$ cat src/rtl/gate_ctrl_pkg.sv
// Shared definitions for the gate_ctrl measurement-gate generator:
// FSM state encoding and the default field widths.
package gate_ctrl_pkg;

  localparam int CNT_W_DEF = 25;
  localparam int WIN_W_DEF = 16;

  typedef enum logic [1:0] {
    IDLE = 2'd0,
    HIGH = 2'd1,
    LOW  = 2'd2
  } state_t;

endpackage

$ cat src/rtl/gate_ctrl_if.sv
// Control/status bundle for gate_ctrl. The master side issues start/stop
// and configuration; the slave side (the gate generator) drives the gate
// and status pulses. Optional macro: GATE_CTRL_WIN_CNT_EN adds win_cnt.
interface gate_ctrl_if #(
  parameter int CNT_W = gate_ctrl_pkg::CNT_W_DEF,
  parameter int WIN_W = gate_ctrl_pkg::WIN_W_DEF
);

  logic             start;
  logic             stop;
  logic             one_shot;
  logic [CNT_W-1:0] period;
  logic [CNT_W-1:0] high_len;
  logic             gate;
  logic             gate_rise;
  logic             gate_fall;
  logic             busy;
  logic             done;
  logic             cfg_err;

`ifdef GATE_CTRL_WIN_CNT_EN
  logic [WIN_W-1:0] win_cnt;

  modport master (
    output start, stop, one_shot, period, high_len,
    input  gate, gate_rise, gate_fall, busy, done, cfg_err, win_cnt
  );

  modport slave (
    input  start, stop, one_shot, period, high_len,
    output gate, gate_rise, gate_fall, busy, done, cfg_err, win_cnt
  );
`else
  modport master (
    output start, stop, one_shot, period, high_len,
    input  gate, gate_rise, gate_fall, busy, done, cfg_err
  );

  modport slave (
    input  start, stop, one_shot, period, high_len,
    output gate, gate_rise, gate_fall, busy, done, cfg_err
  );
`endif

endinterface

$ cat src/rtl/gate_cfg_chk.sv
// Combinational legality check of a gate configuration: a period needs at
// least one high and one low cycle, so 1 <= high_len < period (period >= 2).
module gate_cfg_chk
  import gate_ctrl_pkg::*;
#(
  parameter int CNT_W = CNT_W_DEF
) (
  input  logic [CNT_W-1:0] period,
  input  logic [CNT_W-1:0] high_len,
  output logic             legal
);

  assign legal = (period >= CNT_W'(2)) && (high_len != '0) && (high_len < period);

endmodule

$ cat src/rtl/gate_ctrl.sv
// Measurement-gate generator. A legal start launches periods of
// high_len gate-high cycles followed by period-high_len low cycles,
// either once (one_shot) or continuously until stop, re-latching the
// configuration at every period boundary. A single phase counter runs
// 0..period-1 across both phases, so it can never wrap.
// Optional macro: GATE_CTRL_WIN_CNT_EN adds the completed-period counter
// win_cnt on the interface.
module gate_ctrl
  import gate_ctrl_pkg::*;
#(
  parameter int CNT_W = CNT_W_DEF,
  parameter int WIN_W = WIN_W_DEF
) (
  input  logic        clock,
  input  logic        rst_n,
  gate_ctrl_if.slave  bus
);

  state_t           state_q, state_d;
  logic [CNT_W-1:0] cnt_q, cnt_d;
  logic [CNT_W-1:0] period_q, high_q;
  logic             one_shot_q;
  logic             pend_q, pend_d;
  logic             rise_q, rise_d;
  logic             fall_q, fall_d;
  logic             done_q, done_d;
  logic             err_q, err_d;
  logic             latch_cfg;
  logic             latch_mode;
  logic             win_clr;
  logic             win_inc;
  logic             cfg_ok;

  gate_cfg_chk #(.CNT_W(CNT_W)) u_cfg_chk (
    .period   (bus.period),
    .high_len (bus.high_len),
    .legal    (cfg_ok)
  );

  // Next-state, phase counter, pending stop and one-cycle status pulses.
  always_comb begin
    // NOTE: every signal gets a default first so no branch can leave one unassigned and infer a latch.
    state_d    = state_q;
    cnt_d      = cnt_q;
    pend_d     = pend_q;
    rise_d     = 1'b0;
    fall_d     = 1'b0;
    done_d     = 1'b0;
    err_d      = 1'b0;
    latch_cfg  = 1'b0;
    latch_mode = 1'b0;
    win_clr    = 1'b0;
    win_inc    = 1'b0;

    unique case (state_q)
      IDLE: begin
        pend_d = 1'b0;
        if (bus.start) begin
          if (cfg_ok) begin
            state_d    = HIGH;
            cnt_d      = '0;
            rise_d     = 1'b1;
            latch_cfg  = 1'b1;
            latch_mode = 1'b1;
            win_clr    = 1'b1;
          end else begin
            err_d = 1'b1;
          end
        end
      end

      HIGH: begin
        if (bus.stop) pend_d = 1'b1;
        cnt_d = cnt_q + CNT_W'(1);
        if (cnt_q == high_q - CNT_W'(1)) begin
          state_d = LOW;
          fall_d  = 1'b1;
        end
      end

      LOW: begin
        if (bus.stop) pend_d = 1'b1;
        if (cnt_q == period_q - CNT_W'(1)) begin
          // Period boundary: finish, restart with fresh config, or reject it.
          win_inc = 1'b1;
          cnt_d   = '0;
          if (one_shot_q || pend_q || bus.stop) begin
            state_d = IDLE;
            done_d  = 1'b1;
            pend_d  = 1'b0;
          end else if (cfg_ok) begin
            state_d   = HIGH;
            rise_d    = 1'b1;
            latch_cfg = 1'b1;
          end else begin
            state_d = IDLE;
            err_d   = 1'b1;
            pend_d  = 1'b0;
          end
        end else begin
          cnt_d = cnt_q + CNT_W'(1);
        end
      end

      default: state_d = IDLE;
    endcase
  end

  // State, counter, configuration latches and registered pulses.
  always_ff @(posedge clock or negedge rst_n) begin
    if (!rst_n) begin
      // NOTE: all registers, configuration latches included, are reset so nothing X reaches the outputs.
      state_q    <= IDLE;
      cnt_q      <= '0;
      period_q   <= '0;
      high_q     <= '0;
      one_shot_q <= 1'b0;
      pend_q     <= 1'b0;
      rise_q     <= 1'b0;
      fall_q     <= 1'b0;
      done_q     <= 1'b0;
      err_q      <= 1'b0;
    end else begin
      // NOTE: non-blocking assignments so every register updates from pre-edge values.
      state_q <= state_d;
      cnt_q   <= cnt_d;
      pend_q  <= pend_d;
      rise_q  <= rise_d;
      fall_q  <= fall_d;
      done_q  <= done_d;
      err_q   <= err_d;
      if (latch_cfg) begin
        period_q <= bus.period;
        high_q   <= bus.high_len;
      end
      if (latch_mode) one_shot_q <= bus.one_shot;
    end
  end

  assign bus.gate      = (state_q == HIGH);
  assign bus.busy      = (state_q != IDLE);
  assign bus.gate_rise = rise_q;
  assign bus.gate_fall = fall_q;
  assign bus.done      = done_q;
  assign bus.cfg_err   = err_q;

`ifdef GATE_CTRL_WIN_CNT_EN
  logic [WIN_W-1:0] win_q;

  // Completed-period counter: cleared by a legal start, wraps naturally.
  always_ff @(posedge clock or negedge rst_n) begin
    if (!rst_n) begin
      win_q <= '0;
    end else if (win_clr) begin
      win_q <= '0;
    end else if (win_inc) begin
      win_q <= win_q + WIN_W'(1);
    end
  end

  assign bus.win_cnt = win_q;
`else
  logic unused_win;
  assign unused_win = win_clr ^ win_inc;
`endif

endmodule

$ cat src/flat_wrapper.sv
// flat-port wrapper written by rule: the top's interface ports become plain ports
module gate_ctrl_flat import gate_ctrl_pkg::*;
#(
  parameter int CNT_W = CNT_W_DEF,
  parameter int WIN_W = WIN_W_DEF
)
  (clock, rst_n, bus_start, bus_stop, bus_one_shot, bus_period, bus_high_len, bus_gate, bus_gate_rise, bus_gate_fall, bus_busy, bus_done, bus_cfg_err);
  gate_ctrl_if #(.CNT_W(CNT_W), .WIN_W(WIN_W)) bus_i ();
  input  logic clock;
  input  logic rst_n;
  input wire logic [$bits(bus_i.start)-1:0] bus_start;
  input wire logic [$bits(bus_i.stop)-1:0] bus_stop;
  input wire logic [$bits(bus_i.one_shot)-1:0] bus_one_shot;
  input wire logic [$bits(bus_i.period)-1:0] bus_period;
  input wire logic [$bits(bus_i.high_len)-1:0] bus_high_len;
  output wire logic [$bits(bus_i.gate)-1:0] bus_gate;
  output wire logic [$bits(bus_i.gate_rise)-1:0] bus_gate_rise;
  output wire logic [$bits(bus_i.gate_fall)-1:0] bus_gate_fall;
  output wire logic [$bits(bus_i.busy)-1:0] bus_busy;
  output wire logic [$bits(bus_i.done)-1:0] bus_done;
  output wire logic [$bits(bus_i.cfg_err)-1:0] bus_cfg_err;
  assign bus_i.start = bus_start;
  assign bus_i.stop = bus_stop;
  assign bus_i.one_shot = bus_one_shot;
  assign bus_i.period = bus_period;
  assign bus_i.high_len = bus_high_len;
  assign bus_gate = bus_i.gate;
  assign bus_gate_rise = bus_i.gate_rise;
  assign bus_gate_fall = bus_i.gate_fall;
  assign bus_busy = bus_i.busy;
  assign bus_done = bus_i.done;
  assign bus_cfg_err = bus_i.cfg_err;
  gate_ctrl #(.CNT_W(CNT_W), .WIN_W(WIN_W)) u_core (.clock(clock), .rst_n(rst_n), .bus(bus_i));
endmodule
$ cat config.mk
export PLATFORM = sky130hd
export DESIGN_NAME = gate_ctrl_flat
export DESIGN_NICKNAME = d
export VERILOG_FILES = /design/src/rtl/gate_ctrl_pkg.sv /design/src/rtl/gate_ctrl_if.sv /design/src/rtl/gate_cfg_chk.sv /design/src/rtl/gate_ctrl.sv /design/src/flat_wrapper.sv
export SDC_FILE = /design/constraint.sdc
export NUM_CORES = 1
export LEC_CHECK = 0
export BUFFER_PORTS_ARGS = -buffer_cell sky130_fd_sc_hd__buf_2
export CORE_UTILIZATION = 55
export CTS_BUF_LIST = sky130_fd_sc_hd__clkbuf_4
export DETAILED_ROUTE_END_ITERATION = 16
export PLACE_DENSITY = 0.73
export SETUP_SLACK_MARGIN = 0.2
export SLEW_MARGIN = 25
export SYNTH_ARGS = -nofsm -noshare
export SYNTH_HDL_FRONTEND = slang
export SYNTH_HIERARCHICAL = 1
export SYNTH_SLANG_ARGS = --single-unit
$ cat constraint.sdc
create_clock -name clock -period 4 [get_ports clock]
set_input_delay 0.6 -clock clock [delete_from_list [all_inputs] [get_ports clock]]
set_output_delay 0.6 -clock clock [all_outputs]
set_load 0.02 [all_outputs]
Word-level counts from Yosys, hierarchy flattened
Index checks and enable logic that the tools add are counted.
{"block": "classes", "n_eq_ne": 8, "multipliers": 0, "bitwise_logic": 0, "reduce_logical": 10, "n_mux": 32, "magnitude_cmp": 2, "div": 0, "shifts": 0, "add_sub_neg": 3}
{"operator": "2-to-1 mux 25 bit", "count": 3}
{"operator": "one-hot mux 25 bit (3 select lines)", "count": 1}
{"operator": "== test 25 bit", "count": 2}
{"operator": "subtractor 25 x 1 -> 25 bit, second input constant", "count": 2}
{"operator": "adder 25 x 1 -> 25 bit, second input constant", "count": 1}
{"operator": ">= comparator 25 x 2 -> 1 bit, second input constant", "count": 1}
{"operator": "< comparator 25 bit", "count": 1}
{"operator": "nonzero test 25 bit", "count": 1}
{"operator": "2-to-1 mux 1 bit", "count": 19}
{"operator": "2-to-1 mux 2 bit", "count": 5}
{"operator": "inequality test 2 x 1 -> 1 bit, second input constant", "count": 3}
{"operator": "one-hot mux 2 bit (3 select lines)", "count": 1}
{"operator": "one-hot mux 1 bit (2 select lines)", "count": 2}
{"operator": "AND reduction 4 bit", "count": 1}
{"operator": "one-hot mux 1 bit (3 select lines)", "count": 1}
{"operator": "AND reduction 3 bit", "count": 1}
{"operator": "nonzero test 3 bit", "count": 1}
{"operator": "== test 2 x 1 -> 1 bit, second input constant", "count": 1}
{"operator": "== test 2 bit, second input constant", "count": 1}
{"operator": "logical AND 1 bit", "count": 2}
{"operator": "zero test 2 bit", "count": 1}
{"operator": "logical OR 1 bit", "count": 2}
{"operator": "inequality test 2 bit, second input constant", "count": 1}
{"operator": "nonzero test 2 bit", "count": 1}
{"block": "word_totals", "in_bits": 55, "latchBits": 0, "ff_bits": 83, "mem_bits_ro": 0, "ramBits": 0, "out_inout_bits": 6, "mem_count": 0}

Depth between registers and ports, before layout
Gate-level depths: netlist of run 1.
{"block": "logic_depth", "ltp_word": 7, "depth_mapped": 14, "mapped_depth_nobuf": 13}

By module
The synthesis of run 1 kept the hierarchy.
{"mod": "gate_ctrl", "cells_per_inst": 606, "area_each_um2": 5914.4, "instances": 1}
{"mod": "gate_cfg_chk", "cells_per_inst": 102, "area_each_um2": 743.2, "instances": 1}

Least setup slack after synthesis of run 1
Ideal clock, no wire load.
{"block": "synth_path", "path_kind": "register to register", "from": "register u_core.period_q[0]", "to": "register u_core.high_q[0]", "path_slack_ps": 686, "period_less_slack_ps": 3314, "stages_incl_launch_ff": 14, "arrival_ps": 3188, "path_cell_list": "dfrtp_1 inv_1 ha_1 buf_2 or4b_1 or3_1 a21oi_1 nand4b_2 a2111oi_4 a21oi_2 nand2b_4 buf_6 buf_12 mux2_4"}
{"block": "synth_via", "elab_chain_cells": 4}
{"element": "start, declared", "line": "gate_ctrl.sv:21", "text": "logic [CNT_W-1:0] period_q, high_q;"}
{"element": "start signal, assigned", "line": "gate_ctrl.sv:133", "text": "period_q <= bus.period;"}
{"element": "subtractor 25 x 1 -> 25 bit", "line": "gate_ctrl.sv:83", "text": "if (cnt_q == period_q - CNT_W'(1)) begin"}
{"element": "== test 25 bit", "line": "gate_ctrl.sv:83"}
{"element": "2-to-1 mux 1 bit", "line": "gate_ctrl.sv:83"}
{"element": "one-hot mux 1 bit (2 select lines)", "line": "gate_ctrl.sv:55", "text": "unique case (state_q)"}
{"element": "end signal, assigned", "line": "gate_ctrl.sv:134", "text": "high_q <= bus.high_len;"}
{"element": "end, declared", "line": "gate_ctrl.sv:21"}
No other way between the ends.
A chain may end at the register's enable or synchronous reset.

Worst setup path in the final report of run 1
{"block": "layout_path", "from": "register u_core.period_q[9]", "to": "register u_core.high_q[16]"}
The elaborated chain is that of the path after synthesis.

==> flow_metrics.env, run 1 <==
export IMPL_rsz0062_at_grt="true"
export IMPL_grt_pass1_wl_um=29060
export IMPL_cp_start_kind="register"
export IMPL_ant_nets=0
export IMPL_cts_tree="done"
export IMPL_async_reset_ff_share_pct=100.0
export IMPL_cp_max_fo=18
export IMPL_final_util_pct=62.28
export IMPL_yosys_area_top_type="dfrtp_1"
export IMPL_avgSynthCellArea_sq_um=9.403
export IMPL_syn_instance_count=708
export IMPL_min_period_ns=3.624
export IMPL_cts_buffer_depth=2
export IMPL_core_sq_um=11610
export IMPL_irDropWorstVdd_v=0.0003280
export IMPL_r2r_slack_ns=0.38
export IMPL_drive_gt1_share_pct=22.40
export IMPL_layout_area_seq_sq_um=2077
export IMPL_synth_flop_cell="dfrtp_1"
export IMPL_drc_errors=1
export IMPL_vias=5778
export IMPL_die_x_um=112.0
export IMPL_insertion_delay_ns=0.47
export IMPL_vias_per_cell=6.336
export IMPL_critPathBufInv=1
export IMPL_grt_max_degree=57
export IMPL_max_freq_mhz=275.9
export IMPL_worst_pin_slew_ns=0.8357
export IMPL_clock_sinks=83
export IMPL_antenna_found_initial=1
export IMPL_drtIter0Drc=538
export IMPL_critPathRequiredTime_ns=4.36
export IMPL_drtPass1Iterations=11
export IMPL_crit_slowest_cell="nor4_2"
export IMPL_hold_slack_ns=0.1831
export IMPL_die_area_sq_um=12550
export IMPL_multi_input_area_sq_um=4203
export IMPL_max_slew_margin_pct=42.84
export IMPL_synthDistinctLibCells=74
export IMPL_hold_class="input port to asynchronous set/reset pin"
export IMPL_ys_seq_area_share_pct=31.20
export IMPL_cts_root_buf="clkbuf_4"
export IMPL_crit_arrival_ns=3.99
export IMPL_start_util_pct=57.33
export IMPL_grt_ovfl_total=0
export IMPL_yosysMostFrequentCell="dfrtp_1"
export IMPL_wirelength_um=17790
export IMPL_syn_nets=794
export IMPL_status="finished, violations left"
export IMPL_tns_ns=0
export IMPL_path_class="register to register"
export IMPL_ios=61
export IMPL_finalPower_uw=4232
export IMPL_gp_congestion=0.9826
export IMPL_end_kind="register"
export IMPL_nNetsFinal=849
export IMPL_fin_skew_ns=0.02055
export IMPL_die_y_um=112.0
export IMPL_grt_pass1_vias=5650
export IMPL_crit_chain="nor4_2 -> nand4_1 -> or4b_1 -> nand3_1 -> nand2_1 -> a2111oi_4 -> a21oi_2 -> nand2b_4 -> buf_12 -> mux2_1"
export IMPL_max_stage_delay_ns=0.56
export IMPL_final_max_slew_viol_count=0
export IMPL_violations="DRC"
export IMPL_setup_viol=0
export IMPL_p_per_area_nw_per_um2=585.1
export IMPL_clk_pin_slew_ns=0.13
export IMPL_synth_area_top_cells="dfrtp_1, mux2_4, ha_1"
export IMPL_synthTopCellsByCount="dfrtp_1, mux2_4, nand2_1"
export IMPL_synth_warnings=6
export IMPL_synth_top_area_share_pct=31.20
export IMPL_ys_seq_elements=83
export IMPL_report_final_hold_viol_count=0
export IMPL_cts_buffers=9
export IMPL_max_cap_viol_count=0
export IMPL_portBuffers=60
export IMPL_fp_row_count=39
export IMPL_dpl_hpwl_um=14040
export IMPL_wire_per_inst_um=19.51
export IMPL_synthesis_area_sq_um=6658
export IMPL_finalCritPeriodShare_pct=90.60
export IMPL_h_tree_depth=3
export IMPL_crit_family="simple AND/OR/NAND/NOR gates"
export IMPL_p_leak_uw=0.003296
export IMPL_nFillCells=1045
export IMPL_grt_usage_pct=29.85
export IMPL_synth_edf_count=0
export IMPL_area_growth_pct=8.645
## area by class of cell
cell class | instances | area share [%]
Antenna cell | 1 | 0.03460
Clock buffer | 10 | 1.038
Clock inverter | 6 | 0.8995
Inverter | 45 | 2.335
Multi-Input combinational cell | 546 | 58.10
Sequential cell | 83 | 28.71
Tap cell | 143 | 2.474
Timing Repair Buffer | 78 | 6.400
## sequential cells by signal (all words and copies together), names as in the netlist
name                  flops
u_core/state_q            2
u_core/bus.gate_fall      1
u_core/bus.gate_rise      1
u_core/period_q          25
u_core/cnt_q             25
u_core/bus.cfg_err        1
u_core/bus.done           1
u_core/high_q            25
u_core/pend_q             1
u_core/one_shot_q         1
## report_power, final
| group | total [uW] | switching, uW | internal [uW] |
|---|---|---|---|
| combinational | 2080 | 1020 | 1060 |
| clock | 506 | 307 | 199 |
| sequential | 1650 | 531 | 1120 |
## layer usage
| layer | track usage, % | share of wire, % | vias up |
|---|---|---|---|
| li1 | - | - | 2722 |
| met1 | 39.58 | 46 | 2786 |
| met2 | 49.03 | 46 | 223 |
| met3 | 4.428 | 4.9 | 47 |
| met4 | 12.36 | 3.2 | 0 |
| met5 | 0 | 0 | - |
## cells in the final DEF (no fill, tap or decap), drive strengths merged, types with 4 or more instances in the layout
cell	instances
o21a	5
nor2b	13
nor3b	5
or4	6
clkinv	4
o311ai	9
nand4b	4
nand3	31
a31oi	4
a22o	14
mux2	53
dfrtp	83
and3	9
xor2	27
nand2	46
clkbuf	10
nand4	15
a21oi	26
or3	10
o21ai	36
o211ai	4
nor2	42
mux2i	5
nand2b	4
nor4	32
o22ai	5
and2	4
ha	31
nor3	30
inv	46
nand3b	5
a2111oi	4
buf	78
xnor2	30
## through the flow
| stage | setup slack [ns] | std cells | instance area [sq um] |
|---|---|---|---|
| floorplan | 0.6864 | 708 | 6658 |
| global placement | 0.2251 | 894 | 7072 |
| detailed placement | 0.1742 | 894 | 7072 |
| CTS | 0.2546 | 910 | 7221 |
| global route | 0.1698 | 912 | 7233 |
| finish | 0.3760 | 912 | 7233 |
## cells by family (layout without fill, tap and decap cells)
| group | count (synthesis) | count (layout) | synth area share, % |
|---|---|---|---|
| flip-flops | 83 | 83 | 31.20 |
| AND/OR/NAND/NOR | 268 | 268 | 22.65 |
| multiplexers | 58 | 58 | 12.48 |
| buffers and inverters | 79 | 139 | 5.845 |
| XOR/XNOR | 58 | 58 | 7.856 |
| AO/OA/AOI/OAI | 131 | 131 | 14.15 |
| adder cells (fa/ha/maj) | 31 | 31 | 5.826 |
| other | 0 | 1 | 0 |
## worst paths after layout
kind                                                     start                             end  cells after the start
worst max-delay path            u_core/period_q[9]$_DFFE_PN0P_   u_core/high_q[16]$_DFFE_PN0P_                     10
worst min-delay path                                     rst_n       u_core/bus.done$_DFF_PN0_                      1
worst max register to register  u_core/period_q[9]$_DFFE_PN0P_   u_core/high_q[16]$_DFFE_PN0P_                     10
worst min register to register   u_core/one_shot_q$_DFFE_PN0P_   u_core/one_shot_q$_DFFE_PN0P_                      1
max in group asynchronous                                rst_n  u_core/period_q[9]$_DFFE_PN0P_                      2
min in group clock                                bus_one_shot   u_core/one_shot_q$_DFFE_PN0P_                      2
## repair_timing
action                                  4_1_cts  5_1_grt
pin swaps                                     0        2
setup buffers                                 0        1
hold buffers                                  0        0
endpoints found under the setup margin       40       58
gates resized for setup                       1        1
No activity file was read; power rests on OpenSTA's default activity.
==> run 2, diff against run 1 <==
--- a/config.mk
+++ b/config.mk
@@ -8,8 +8,9 @@
 export BUFFER_PORTS_ARGS = -buffer_cell sky130_fd_sc_hd__buf_2
 export CORE_UTILIZATION = 55
 export CTS_BUF_LIST = sky130_fd_sc_hd__clkbuf_4
+export CTS_CLUSTER_DIAMETER = 50
 export DETAILED_ROUTE_END_ITERATION = 16
-export PLACE_DENSITY = 0.73
+export PLACE_DENSITY = 0.79
 export SETUP_SLACK_MARGIN = 0.2
 export SLEW_MARGIN = 25
 export SYNTH_ARGS = -nofsm -noshare
==> run 2 against run 1 <==
Effect of this change:
- the flow now finishes without violations
- first-iteration DRC count grew 5.9%
- worst setup slack got worse by 0.0073 ns
- hold slack improved by 0.0086 ns
- non-clock buffer count is 7 higher
- critical path type unchanged
- critical endpoint is now u_core/cnt_q[20]$_DFFE_PN0P_
- largest cell class unchanged
- largest power group unchanged
==> flow_metrics.env, run 2 (synthesized netlist as in run 1, its figures left out) <==
export IMPL_layout_common_cells="dfrtp_1, buf_2, mux2_4"
export IMPL_h_tree_depth=3
export IMPL_max_cap_viol_count=0
export IMPL_end_kind="register"
export IMPL_grt_usage_pct=29.09
export IMPL_vias_per_cell=6.342
export IMPL_portBuffers=60
export IMPL_vias=5816
export IMPL_rsz0062_at_grt="false"
export IMPL_cts_buffer_depth=2
export IMPL_antennaDiodeCount=0
export IMPL_hold_slack_ns=0.1917
export IMPL_core_sq_um=11610
export IMPL_dpl_worst_slack_ns=0.2843
export IMPL_cts_tree="done"
export IMPL_multi_input_area_sq_um=4212
export IMPL_worst_r2r_path_depth=10
export IMPL_nNetsFinal=856
export IMPL_drc_errors=0
export IMPL_crit_arrival_ns=3.96
export IMPL_worst_pin_slew_ns=0.9105
export IMPL_max_slew_margin_pct=37.73
export IMPL_hold_class="input port to asynchronous set/reset pin"
export IMPL_die_area_sq_um=12550
export IMPL_clock_sinks=83
export IMPL_status="finished clean"
export IMPL_grt_pass1_vias=5648
export IMPL_wire_per_inst_um=19.45
export IMPL_ant_nets=0
export IMPL_cp_start_kind="register"
export IMPL_start_util_pct=57.33
export IMPL_antenna_found_initial=0
export IMPL_drtPass1Iterations=5
export IMPL_cp_max_fo=9
export IMPL_finalPower_uw=4321
export IMPL_insertion_delay_ns=0.47
export IMPL_p_per_area_nw_per_um2=592.2
export IMPL_path_class="register to register"
export IMPL_fin_area_sq_um=7296
export IMPL_fp_row_count=39
export IMPL_drtIter0Drc=570
export IMPL_critPathRequiredTime_ns=4.32
export IMPL_final_common_cell="dfrtp_1"
export IMPL_setup_viol=0
export IMPL_die_x_um=112.0
export IMPL_dpl_hpwl_um=13800
export IMPL_reg_top3="u_core/cnt_q: 25 flops, u_core/high_q: 25 flops, u_core/period_q: 25 flops"
export IMPL_irDropWorstVdd_v=0.0004002
export IMPL_wirelength_um=17830
export IMPL_report_final_hold_viol_count=0
export IMPL_max_freq_mhz=275.4
export IMPL_area_growth_pct=9.585
export IMPL_die_y_um=112.0
export IMPL_min_period_ns=3.631
export IMPL_clk_pin_slew_ns=0.14
export IMPL_dpl_cell_area_sq_um=7029
export IMPL_grt_pass1_wl_um=28440
export IMPL_cts_buffers=9
export IMPL_r2r_slack_ns=0.37
export IMPL_layout_area_seq_sq_um=2077
export IMPL_finalCritPeriodShare_pct=90.78
export IMPL_grt_ovfl_total=0
export IMPL_nFillCells=967
export IMPL_fin_ws_ns=0.3687
export IMPL_fin_skew_ns=0.02092
export IMPL_final_max_slew_viol_count=0
export IMPL_gp_congestion=1.038
export IMPL_grt_max_degree=59
export IMPL_tns_ns=0
export IMPL_cts_root_buf="clkbuf_4"
export IMPL_ios=61
export IMPL_p_leak_uw=0.003322
export IMPL_drive_gt1_share_pct=23.00
## run 2: cell types whose count changed in the layout (fill, tap and decap cells not counted), sizes merged
| cell | change |
|---|---|
| clkinvlp | +1 |
| bufinv | +1 |
| diode | -1 |
| clkbuf | -1 |
| buf | +7 |
| inv | +1 |
| clkinv | -3 |
## run 2: timing repair
| action | CTS | global route |
|---|---|---|
| hold buffers | 0 | 0 |
| gates resized for setup | 0 | 3 |
| endpoints found under the setup margin | 0 | 50 |
| buffers inserted | 0 | 12 |
## run 2: area by class of cell
cell class	count	share of cell area (%)
Clock buffer	9	0.9261
Clock inverter	6	1.218
Timing Repair Buffer	85	6.894
Inverter	45	2.315
Sequential cell	83	28.47
Multi-Input combinational cell	546	57.73
Tap cell	143	2.452
## run 2: per-stage QoR
step / utilization [%] / instances
after floorplan: - / 708
after global placement: 60.53 / 890
after detailed placement: 60.53 / 890
after CTS: 61.87 / 905
after global routing: 62.82 / 917
final: 62.82 / 917
## run 2: metal layers
layer / part of all wire, % / vias up / global-route usage (%)
met5: 0 / - / 0
met4: 4.3 / 0 / 13.96
met3: 6.4 / 66 / 4.482
met2: 46 / 262 / 46.79
met1: 43 / 2759 / 38.64
li1: - / 2729 / -
## run 2: power breakdown
part | internal [uW] | total, uW | switching (uW)
Sequential | 1120 | 1660 | 546
Combinational | 1060 | 2100 | 1040
Clock | 252 | 553 | 301
## run 2: path summary, 6_finish.rpt
kind	from	endpoint
min in group clock	bus_one_shot	u_core/one_shot_q$_DFFE_PN0P_
worst max register to register	u_core/period_q[0]$_DFFE_PN0P_	u_core/cnt_q[20]$_DFFE_PN0P_
max in group asynchronous	rst_n	u_core/high_q[9]$_DFFE_PN0P_
worst max-delay path	u_core/period_q[0]$_DFFE_PN0P_	u_core/cnt_q[20]$_DFFE_PN0P_
worst min register to register	u_core/one_shot_q$_DFFE_PN0P_	u_core/one_shot_q$_DFFE_PN0P_
worst min-delay path	rst_n	u_core/cnt_q[1]$_DFFE_PN0P_
## run 2: critical path, stage by stage (launching register included)
cell and delay (ns):
dfrtp_1 0.46, inv_1 0.08, ha_1 0.16, or4b_1 0.54, o311ai_0 0.56, a21oi_1 0.17
nand4b_2 0.18, nor3_1 0.11, a31oi_2 0.47, nand2_1 0.31, o311ai_0 0.45
==> run 3, diff against run 2 <==
--- a/config.mk
+++ b/config.mk
@@ -5,12 +5,13 @@
 export SDC_FILE = /design/constraint.sdc
 export NUM_CORES = 1
 export LEC_CHECK = 0
+export ABC_AREA = 1
 export BUFFER_PORTS_ARGS = -buffer_cell sky130_fd_sc_hd__buf_2
 export CORE_UTILIZATION = 55
 export CTS_BUF_LIST = sky130_fd_sc_hd__clkbuf_4
 export CTS_CLUSTER_DIAMETER = 50
 export DETAILED_ROUTE_END_ITERATION = 16
-export PLACE_DENSITY = 0.79
+export PLACE_DENSITY = 0.78
 export SETUP_SLACK_MARGIN = 0.2
 export SLEW_MARGIN = 25
 export SYNTH_ARGS = -nofsm -noshare
==> run 3 against run 2 <==
Effect of this change:
- non-clock buffer count is 22 lower
- clock power is 25% lower
- synthesized area is 8.2% higher
- sequential cell count stayed put
- cell count is 47% higher
- worst setup slack better by 0.63 ns
- sequential share of layout area is 1.2 points lower
==> flow_metrics.env, run 3 <==
export IMPL_syn_instance_count=1135
export IMPL_internal_power_uw=2044
export IMPL_cp_start_kind="input port"
export IMPL_p_switching_uw=2161
export IMPL_layout_common_cells="nand2_1, nor2_1, inv_1"
export IMPL_insertion_delay_ns=0.46
export IMPL_max_freq_mhz=333.6
export IMPL_seq_power_share_pct=35.8
export IMPL_ys_seq_elements=83
export IMPL_wire_per_inst_um=14.99
export IMPL_area_growth_pct=5.769
export IMPL_synth_edf_count=0
export IMPL_cts_buffer_depth=2
export IMPL_max_cap_viol_count=0
export IMPL_fin_ws_ns=1.002
export IMPL_worst_r2r_path_depth=15
export IMPL_synthTopCellsByCount="nand2_1, nor2_1, inv_1"
export IMPL_max_slew_margin_pct=49.46
export IMPL_cts_tree="done"
export IMPL_p_comb_share_pct=54.3
export IMPL_finalPower_uw=4205
export IMPL_drtIter0Drc=606
export IMPL_fin_skew_ns=0.02062
export IMPL_start_util_pct=56.83
export IMPL_synth_top_area_share_pct=28.84
export IMPL_ios=61
export IMPL_clk_pin_slew_ns=0.14
export IMPL_synthesis_area_sq_um=7201
export IMPL_grt_pass1_wl_um=32860
export IMPL_p_per_area_nw_per_um2=552.1
export IMPL_end_kind="register"
export IMPL_synth_warnings=6
export IMPL_wirelength_um=20160
export IMPL_ctsHoldBuffers=0
export IMPL_nNetsFinal=1255
export IMPL_drive_gt1_share_pct=9.386
export IMPL_async_reset_ff_share_pct=100.0
export IMPL_h_tree_depth=3
export IMPL_min_period_ns=2.998
export IMPL_setup_viol=0
export IMPL_yosysMostFrequentCell="nand2_1"
export IMPL_fp_row_count=41
export IMPL_grt_ovfl_total=0
export IMPL_grt_max_degree=84
export IMPL_synth_flop_cell="dfrtp_1"
export IMPL_reg2reg_to="u_core/cnt_q[6]$_DFFE_PN0P_"
export IMPL_drtPass1Iterations=5
export IMPL_grt_usage_pct=31.85
export IMPL_antenna_found_initial=1
export IMPL_path_class="input port to register"
export IMPL_crit_arrival_ns=3.31
export IMPL_fin_cells=1345
export IMPL_clkPwrFrac_pct=9.9
export IMPL_vias=7282
export IMPL_yosys_area_top_type="dfrtp_1"
export IMPL_switching_share_pct=51.39
export IMPL_critPathRequiredTime_ns=4.31
export IMPL_cts_root_buf="clkbuf_4"
export IMPL_status="finished clean"
export IMPL_clock_sinks=83
export IMPL_tns_ns=0
export IMPL_rsz0062_at_grt="false"
export IMPL_ys_seq_area_share_pct=28.84
export IMPL_final_common_cell="nand2_1"
export IMPL_cts_resized=0
export IMPL_report_final_hold_viol_count=0
export IMPL_place_inst=1330
export IMPL_synthDistinctLibCells=39
export IMPL_avgSynthCellArea_sq_um=6.344
export IMPL_cp_max_fo=25
export IMPL_dpl_hpwl_um=15820
export IMPL_fin_area_sq_um=7616
export IMPL_synth_area_top_cells="dfrtp_1, nand2_1, nand3_1"
export IMPL_p_leak_uw=0.004038
export IMPL_core_sq_um=12670
export IMPL_die_y_um=116.4
export IMPL_r2r_start="u_core/period_q[0]$_DFFE_PN0P_"
export IMPL_cts_buffers=9
export IMPL_worst_pin_slew_ns=0.7581
export IMPL_syn_nets=1221
export IMPL_ant_nets=0
export IMPL_r2r_slack_ns=1.04
export IMPL_finalCritPeriodShare_pct=74.95
export IMPL_dpl_cell_area_sq_um=7510
export IMPL_die_x_um=116.4
export IMPL_die_area_sq_um=13550
export IMPL_hold_class="input port to asynchronous set/reset pin"
export IMPL_irDropWorstVdd_v=0.0002672
export IMPL_drc_errors=0
export IMPL_vias_per_cell=5.414
export IMPL_grt_pass1_vias=6661
export IMPL_post_cts_buffers=0
export IMPL_portBuffers=60
export IMPL_dpl_worst_slack_ns=0.5074
export IMPL_final_max_slew_viol_count=0
export IMPL_gp_congestion=0.9735
export IMPL_reg_top3="u_core/cnt_q: 25 flops, u_core/high_q: 25 flops, u_core/period_q: 25 flops"
## run 3: cell count changes after synthesis, moves of 16 or more
cell / before / now
nand2_1: 46 / 395
nor2_1: 41 / 134
inv_1: 44 / 122
nand3_1: 30 / 107
mux2_4: 49 / 0
nor4_1: 29 / 4
nand4_1: 15 / 31
## run 3: layout make-up
type	instances	area [sq um]
timing repair buffer	63	329.1
antenna	1	2.502
multi-input combinational	879	4393
fill	1291	5055
clock inverter	3	17.52
tap	172	215.2
clock buffer	11	82.58
inverter	133	499.2
sequential	83	2077
## run 3: power groups by stage
| stage | registers [uW] | clock network, uW | logic (uW) |
|---|---|---|---|
| 6_report | 1510 | 417 | 2280 |
| 5_1_grt | 1540 | 457 | 2620 |
| 4_1_cts | 1490 | 426 | 2260 |
| 3_5_place_dp | 1510 | 0 | 2250 |
| 3_3_place_gp | 1500 | 0 | 2200 |
| 2_1_floorplan | 1370 | 0 | 1830 |
## run 3: through the flow
stage,hold WS (ns),util (%)
final,0.1793,60.11
after global routing,0.2248,60.11
after CTS,0.3241,60.06
after detailed placement,0.4907,59.27
after global placement,0.4814,59.27
after floorplan,0.3044,-
## run 3: critical path, cell delays in order
cell and delay, ns:
buf_2 0.09, inv_1 0.05, ha_1 0.29, nand2_1 0.07
nor2_1 0.15, nand3_1 0.09, nand3_1 0.15, nand2_1 0.07
nand3_1 0.10, nor2_1 0.07, buf_4 0.16, a21oi_1 0.20
nor2_1 0.09, inv_2 0.32, nor2_1 0.10, nand2_1 0.52
o21ai_0 0.18
## run 3: cells by family after synthesis
group / after synthesis / synth area share, %
AOI/OAI and AO/OA: 63 / 4.813
buffers and inverters: 173 / 10.22
DFF: 83 / 28.84
and+or+nand+nor: 726 / 43.53
xor gates and xnor gates: 58 / 7.055
muxes: 1 / 0.1564
adders and majority gates: 31 / 5.387
## run 3: per-layer routing
layer  routed length, um  GRT usage, %  up-vias
met5                   0             0        -
met4                 687         13.33        0
met3                1470         4.930       50
met2                8735         48.60      280
met1                9265         44.82     3308
li1                    -             -     3644
## run 3: worst max path at each step
stage | start | end | slack [ns]
after global placement | bus_period[4] | u_core/cnt_q[13]$_DFFE_PN0P_ | 0.62
after global routing | bus_period[4] | u_core/cnt_q[12]$_DFFE_PN0P_ | 0.65
final | bus_period[8] | u_core/cnt_q[6]$_DFFE_PN0P_ | 1.00
after floorplan | bus_period[8] | u_core/cnt_q[12]$_DFFE_PN0P_ | 1.52
after CTS | bus_period[4] | u_core/cnt_q[6]$_DFFE_PN0P_ | 0.99
after detailed placement | bus_period[8] | u_core/cnt_q[6]$_DFFE_PN0P_ | 0.51
